==> config.mk <==
export PLATFORM = sky130hd
export DESIGN_NAME = somador_serial
export DESIGN_NICKNAME = d
export VERILOG_FILES = /design/src/rtl/somador_pkg.sv /design/src/rtl/somador_completo.sv /design/src/rtl/somador_serial.sv
export SDC_FILE = /design/constraint.sdc
export NUM_CORES = 1
export LEC_CHECK = 0
export CAP_MARGIN = 20
export CELL_PAD_IN_SITES_DETAIL_PLACEMENT = 1
export CELL_PAD_IN_SITES_GLOBAL_PLACEMENT = 1
export CORE_MARGIN = 1.5
export CORE_UTILIZATION = 51
export DETAILED_ROUTE_END_ITERATION = 10
export DONT_BUFFER_PORTS = 1
export GPL_ROUTABILITY_DRIVEN = 0
export HOLD_SLACK_MARGIN = 0.08
export PLACE_DENSITY = 0.92
export SYNTH_ARGS = -nofsm -noshare
export SYNTH_HDL_FRONTEND = slang
export SYNTH_SLANG_ARGS = --single-unit
==> constraint.sdc <==
create_clock -name clk -period 2.2 [get_ports clk]
set_input_delay 0 -clock clk [delete_from_list [all_inputs] [get_ports clk]]
set_output_delay 0 -clock clk [all_outputs]
set_load 0.01 [all_outputs]
==> src/rtl/somador_pkg.sv <==
// somador_pkg: shared state encoding and default width for the bit-serial adder.
// Contents: state_t (IDLE/SHIFT/DONE), N_DEF default operand width.
package somador_pkg;
   typedef enum logic [1:0] {
      IDLE  = 2'd0,
      SHIFT = 2'd1,
      DONE  = 2'd2
   } state_t;
   localparam int N_DEF = 8;
endpackage

==> src/rtl/somador_completo.sv <==
// somador_completo: combinational 1-bit full adder.
// Ports: a, b, cin in; s = a^b^cin, cout = majority(a, b, cin).
module somador_completo (
   input  logic a,
   input  logic b,
   input  logic cin,
   output logic s,
   output logic cout
);
   assign s    = a ^ b ^ cin;
   assign cout = (a & b) | (cin & (a ^ b));
endmodule

==> src/rtl/somador_serial.sv <==
// somador_serial: bit-serial N-bit adder, one bit per clock LSB first through a single full-adder cell.
// Ports: clk, rst (async active-high, synchronized release), start, a[N], b[N], cin,
//        sub (only with SOMADOR_SUB_EN), busy, done, s[N], cout.
// Option: define SOMADOR_SUB_EN to add the sub port; sub=1 computes a - b - cin with cout as borrow-out.
module somador_serial
   import somador_pkg::*;
#(
   parameter int N = N_DEF
) (
   input  logic         clk,
   input  logic         rst,
   input  logic         start,
   input  logic [N-1:0] a,
   input  logic [N-1:0] b,
   input  logic         cin,
`ifdef SOMADOR_SUB_EN
   input  logic         sub,
`endif
   output logic         busy,
   output logic         done,
   output logic [N-1:0] s,
   output logic         cout
);
   localparam int CW = $clog2(N + 1);
   logic [1:0] rst_sync_q;
   logic rst_i;
   state_t state_q, state_d;
   logic [N-1:0] a_q, a_d, b_q, b_d, s_q, s_d, sum_w;
   logic [N-2:0] r_q, r_d;
   logic [CW-1:0] cnt_q, cnt_d;
   logic c_q, c_d, cout_q, cout_d, fa_s, fa_c;
   logic [N-1:0] b_ld;
   logic c_ld, co_fix;
   // Reset asserts immediately but releases two edges later, aligned to clk.
   always_ff @(posedge clk or posedge rst)
      if (rst) rst_sync_q <= 2'b11;
      else     rst_sync_q <= {rst_sync_q[0], 1'b0};
   assign rst_i = rst_sync_q[1];
   somador_completo u_fa (
      .a   (a_q[0]),
      .b   (b_q[0]),
      .cin (c_q),
      .s   (fa_s),
      .cout(fa_c)
   );
`ifdef SOMADOR_SUB_EN
   logic sub_q, sub_d;
   // Subtraction as a + ~b + ~cin; the final carry inverted is the borrow.
   assign b_ld   = sub ? ~b : b;
   assign c_ld   = sub ? ~cin : cin;
   assign co_fix = fa_c ^ sub_q;
   assign sub_d  = (state_q == IDLE && start) ? sub : sub_q;
   always_ff @(posedge clk or posedge rst_i)
      if (rst_i) sub_q <= 1'b0;
      else       sub_q <= sub_d;
`else
   assign b_ld   = b;
   assign c_ld   = cin;
   assign co_fix = fa_c;
`endif
   // Newest sum bit enters at the MSB; after N shifts bit 0 has reached position 0.
   assign sum_w = {fa_s, r_q};
   always_comb begin
      state_d = state_q;
      a_d     = a_q;
      b_d     = b_q;
      r_d     = r_q;
      c_d     = c_q;
      cnt_d   = cnt_q;
      s_d     = s_q;
      cout_d  = cout_q;
      case (state_q)
         IDLE: if (start) begin
            a_d     = a;
            b_d     = b_ld;
            c_d     = c_ld;
            cnt_d   = '0;
            state_d = SHIFT;
         end
         SHIFT: begin
            r_d   = sum_w[N-1:1];
            a_d   = a_q >> 1;
            b_d   = b_q >> 1;
            c_d   = fa_c;
            cnt_d = cnt_q + 1'b1;
            if (cnt_q == CW'(N - 1)) begin
               s_d     = sum_w;
               cout_d  = co_fix;
               state_d = DONE;
            end
         end
         default: state_d = IDLE;
      endcase
   end
   always_ff @(posedge clk or posedge rst_i)
      if (rst_i) begin
         state_q <= IDLE;
         a_q     <= '0;
         b_q     <= '0;
         r_q     <= '0;
         c_q     <= 1'b0;
         cnt_q   <= '0;
         s_q     <= '0;
         cout_q  <= 1'b0;
      end else begin
         state_q <= state_d;
         a_q     <= a_d;
         b_q     <= b_d;
         r_q     <= r_d;
         c_q     <= c_d;
         cnt_q   <= cnt_d;
         s_q     <= s_d;
         cout_q  <= cout_d;
      end
   assign busy = (state_q == SHIFT);
   assign done = (state_q == DONE);
   assign s    = s_q;
   assign cout = cout_q;
endmodule

# ---- Word-level counts from Yosys, hierarchy flattened
# Cells that the tools add are included.
dict set report totals {
  input_bits 20
  regBits 41
  word_cells 36
  out_inout_bits 11
}
dict set report op_classes {
  mux 11
  reduce_logical 5
  add_sub_neg 1
  eq_ne 5
  n_bitwise 5
}
# cell n
set op_table {}
lappend op_table {{8-bit one-hot mux with 2 select lines} 2}
lappend op_table {{8-bit two-way mux} 2}
lappend op_table {{4-bit one-hot mux with 2 select lines} 1}
lappend op_table {{2-bit AND reduction} 3}
lappend op_table {{4-bit by 1-bit adder with 4-bit output (second input constant)} 1}
lappend op_table {{4-bit by 3-bit == test with 1-bit output (second input constant)} 1}
lappend op_table {{2-bit two-way mux} 2}
lappend op_table {{4-bit two-way mux} 1}
lappend op_table {{2-bit one-hot mux with 2 select lines} 1}
lappend op_table {{1-bit AND} 2}
lappend op_table {{2-bit by 1-bit == test with 1-bit output (second input constant)} 1}
lappend op_table {{2-bit == test (second input constant)} 1}
lappend op_table {{2-bit zero test} 1}
lappend op_table {{2-bit by 1-bit != test with 1-bit output (second input constant)} 1}
lappend op_table {{2-bit != test (second input constant)} 1}
lappend op_table {{1-bit one-hot mux with 2 select lines} 1}
lappend op_table {{2-bit nonzero test} 1}
lappend op_table {{1-bit XOR} 2}
lappend op_table {{1-bit two-way mux} 1}
lappend op_table {{1-bit bitwise OR} 1}

# ---- Depth between registers and ports, before layout
dict set report logic_depth {
  word_depth 4
  ltp_mapped 6
  ltp_nobuf 4
}

# ---- By module
# Synthesis repeated with hierarchy kept, for this count alone.
dict set report hier_totals {
  hier_cells 173
  hier_area_um2 1818.0
}
# mod area_per_inst_um2 seq_area_each_um2 instances cells_each
set modules_own_cells {}
lappend modules_own_cells {somador_serial 1798.0 1028.5 1 172}
lappend modules_own_cells {somador_completo 20.0 0.0 1 1}

# ---- Worst setup path before layout
# OpenSTA, ideal clock, no wires.
dict set report synth_timing {
  kind {register -> register}
  start {reg cnt_q[0]}
  end {reg cout_q (netlist: cout)}
  path_buffers 0
  setup_slack_ps 783
  setup_ps 125
  synth_period_minus_slack_ps 1417
  required_time_ps 2075
  arrival_ps 1292
  path_stages_with_launch 5
  cell_sequence {dfrtp_1 -> ha_1 -> nand2_1 -> nor3_4 -> mux2_2}
}
dict set report synth_via {
  elab_chain_len 2
}
# element line
set synth_rtl {}
lappend synth_rtl {{from (decl)} somador_serial.sv:30} ;# logic [CW-1:0] cnt_q, cnt_d;
lappend synth_rtl {{from (signal assigned)} somador_serial.sv:111} ;# cnt_q <= cnt_d;
lappend synth_rtl {{4-bit by 3-bit == test with 1-bit output} somador_serial.sv:86} ;# if (cnt_q == CW'(N - 1)) begin
lappend synth_rtl {{2-bit AND reduction (no line)} -}
lappend synth_rtl {{to (signal assigned)} somador_serial.sv:113} ;# cout_q <= cout_d;
lappend synth_rtl {{to (decl)} somador_serial.sv:31} ;# logic c_q, c_d, cout_q, cout_d, fa_s, fa_c;
# No other way between the ends.
# A chain may end at the register's enable or synchronous reset.

# ---- Worst setup path in the final report
dict set report layout_timing {
  start {reg state_q[1]}
  end {reg b_q[1]}
}
dict set report layout_via {
  elab_chain_len 3
  word_cells_on_any_way 6
  classes_between {eq/ne (2); mux (1); reduce/logical (3)}
}
# element line
set layout_rtl {}
lappend layout_rtl {{from (decl)} somador_serial.sv:27} ;# state_t state_q, state_d;
lappend layout_rtl {{from (signal assigned)} somador_serial.sv:106} ;# state_q <= state_d;
lappend layout_rtl {{2-bit by 1-bit == test with 1-bit output or 2-bit zero test (tied branches)} somador_serial.sv:72} ;# case (state_q)
lappend layout_rtl {{2-bit nonzero test (no line) or 2-bit != test (tied branches)} -}
lappend layout_rtl {{2-bit AND reduction (no line)} -}
lappend layout_rtl {{to (signal assigned)} somador_serial.sv:99} ;# b_q <= '0;
lappend layout_rtl {{to (signal assigned)} somador_serial.sv:108} ;# b_q <= b_d;
lappend layout_rtl {{to (decl)} somador_serial.sv:28} ;# logic [N-1:0] a_q, a_d, b_q, b_d, s_q, s_d, sum_w;
# Several ways; a longest one is shown, not always the timed one.

==> impl_metrics.tcl <==
set metrics [dict create \
    status "finished, final reports clean" \
    clk_pin_slew_ns 0.14 \
    clockPowerShare 0.140 \
    grt_max_degree 40 \
    critPathRequiredTime_ns 2.50 \
    timing.rr.start "state_q[1]" \
    ios 31 \
    maxSlewViolCount 0 \
    crit_path_start_kind "register" \
    power_frac_comb 0.386 \
    antenna_found_initial 1 \
    io_buffers 0 \
    r2r_end "b_q[1]" \
    critPathKind "register to register" \
    drt_first_pass_iters 4 \
    ant_nets 0 \
    grt_overflow 0 \
    die_w_um 62.4 \
    ys_seq_area_frac 0.571 \
    core_mm2 0.00336 \
    p_per_area_mw_per_mm2 1250 \
    syn_inst 172 \
    yosys_warnings 0 \
    cts_sinks 41 \
    dpl_cell_area_mm2 0.00184 \
    maxCapViolCount 0 \
    setup_viol 0 \
    p_seq_frac 0.474 \
    stdcell_count 255 \
    rr_worst_depth 5 \
    post_cts_buffers 0 \
    drt_iter0_drc 107 \
    cp-end-kind "register" \
    cts_buffers 5 \
    vias_per_cell 5.88 \
    dieArea_mm2 0.00390 \
    dp.cells 211 \
    crit_path_max_fanout 21 \
    drc 0 \
    cp_data_arrival_time_ns 2.38 \
    grt_pass1_wl_mm 9.56 \
    power_switching_mw 1.19 \
    vias 1499 \
    post_drt_wl_per_cell_um 22.8 \
    grt_pass1_vias 1723 \
    die_h_um 62.4 \
    slew_headroom 0.498 \
    p_int_mw 1.61 \
    wl_mm 5.81 \
    timing.final.crit_share 0.947 \
    tightest_slew_ns 0.753 \
    synth_area_mm2 0.00180 \
    row_count 21 \
    p_total_mw 2.80 \
    whs_ns 0.103 \
    fin_crit_ns 2.08 \
    layout_commonest_cell "dfrtp_1" \
    drive_gt1_frac 0.125 \
    final_cell_mix "dfrtp_1 (39), nand2_1 (38), dlygate4sd3_1 (35)" \
    clockBufferDepth 2 \
    syn_to_final_growth_pct 24.7 \
    htree_levels 2 \
    rsz0062_at_grt "false" \
    fillCellCount 367 \
    hold_violations 0 \
    finalSetupTns_ns 0 \
    hp-class "input pin to async pin" \
    nets 229 \
    fin_area_mm2 0.00224 \
    track_usage 0.335 \
    postCtsResizedCells 0 \
    avgSynthCellArea_um2 10.5 \
    fmax_mhz 480 \
    clkLatencyLatePin_ns 0.37 \
    skew_ns 0.0197 \
    p_sw_frac 0.424 \
    synth_seq_cells 41 \
    r2r_slack_ns 0.12 \
    p_leak_nw 1.07 \
    dp_hpwl_mm 2.75 \
    ir_drop_mv 0.652 \
    synth_cell_types 23 \
    cts_tree "built" \
    start_util 0.535 \
    syn_nets 194 \
    cts-root-buf "clkbuf_4" \
]
-- how the worst max path moves through the flow --
stage                           from       end  cells past startpoint
after detailed placement  state_q[0]  cnt_q[3]                      4
after CTS                 state_q[1]    b_q[0]                      5
after global placement    state_q[1]      cout                      3
after global routing      state_q[1]    b_q[0]                      5
final                     state_q[1]    b_q[1]                      5
after floorplan             cnt_q[0]      cout                      4
-- logic make-up (layout without fill, tap and decap cells) --
group	Yosys count	in the layout	share of synthesized area
AO/OA/AOI/OAI	43	43	0.136
adder cells (fa/ha/maj)	2	2	0.0181
buffers and inverters	13	49	0.0306
flip-flops	41	41	0.571
multiplexers	10	10	0.0625
other	1	2	0.00208
AND/OR/NAND/NOR	62	62	0.179
-- sequential cells by signal (all words and copies together) (netlist names) --
name / cells
cout: 1
s: 8
cnt_q: 4
b_q: 8
r_q: 7
state_q: 2
c_q: 1
rst_sync_q: 2
a_q: 8
-- worst max-delay path, cell delays in order (launching register included) --
cell           delay [ns]
dfrtp_1              0.42
buf_4                0.21
nor2b_1              0.43
a21oi_1              0.14
dlygate4sd3_1        0.61
o21ai_0              0.19
-- cell usage after synthesis --
library cell / n / share of area
a22o_1: 2 / 0.0097
nor2b_1: 8 / 0.028
inv_1: 3 / 0.0063
buf_2: 5 / 0.014
o21ai_0: 16 / 0.044
clkbuf_1: 5 / 0.010
conb_1: 1 / 0.0021
ha_1: 1 / 0.0069
o311ai_0: 1 / 0.0049
dfrtp_1: 39 / 0.54
fa_1: 1 / 0.011
mux2_2: 10 / 0.063
and3b_1: 10 / 0.049
a21oi_1: 16 / 0.044
dfstp_2: 2 / 0.029
o21ai_1: 2 / 0.0056
nand2_1: 38 / 0.079
nor3_4: 1 / 0.0090
a22oi_1: 5 / 0.021
nand2b_2: 1 / 0.0049
nand3_1: 2 / 0.0056
nor2_1: 2 / 0.0042
o21bai_2: 1 / 0.0063
-- layer usage --
metal	GRT usage	vias up	share of wire
met5	0	-	0
met3	0.0793	17	0.034
met2	0.571	50	0.54
met1	0.415	773	0.40
li1	-	659	-
met4	0.125	0	0.025
-- power groups by stage --
| stage | Clock [mW] | Sequential [mW] | Combinational [mW] |
|---|---|---|---|
| 4_1_cts | 0.388 | 1.29 | 0.995 |
| 3_3_place_gp | 0 | 1.28 | 0.810 |
| 2_1_floorplan | 0 | 1.25 | 0.706 |
| 3_5_place_dp | 0 | 1.30 | 0.897 |
| 6_report | 0.391 | 1.33 | 1.08 |
| 5_1_grt | 0.420 | 1.36 | 1.19 |
-- timing repair --
item / in CTS / in global routing
hold buffers: 35 / 0
setup endpoints to repair: 0 / 0
endpoints found under the hold margin: 20 / 0
-- metrics by stage --
| stage | setup slack, ns | utilization |
|---|---|---|
| final | 0.117 | 0.667 |
| after detailed placement | 0.431 | 0.546 |
| after global routing | 0.0493 | 0.667 |
| after CTS | 0.201 | 0.667 |
| after floorplan | 0.783 | - |
| after global placement | 0.593 | 0.546 |
-- layout make-up --
class	instances	area (um2)	share of cell area
Timing Repair Buffer	38	373	0.166
Sequential cell	41	1030	0.458
Antenna cell	1	2.50	0.00111
Clock buffer	5	37.5	0.0167
Multi-Input combinational cell	118	717	0.319
Inverter	3	11.3	0.00502
Tap cell	46	57.6	0.0256
Clock inverter	3	17.5	0.00780
No activity file was read; power rests on OpenSTA's default activity.
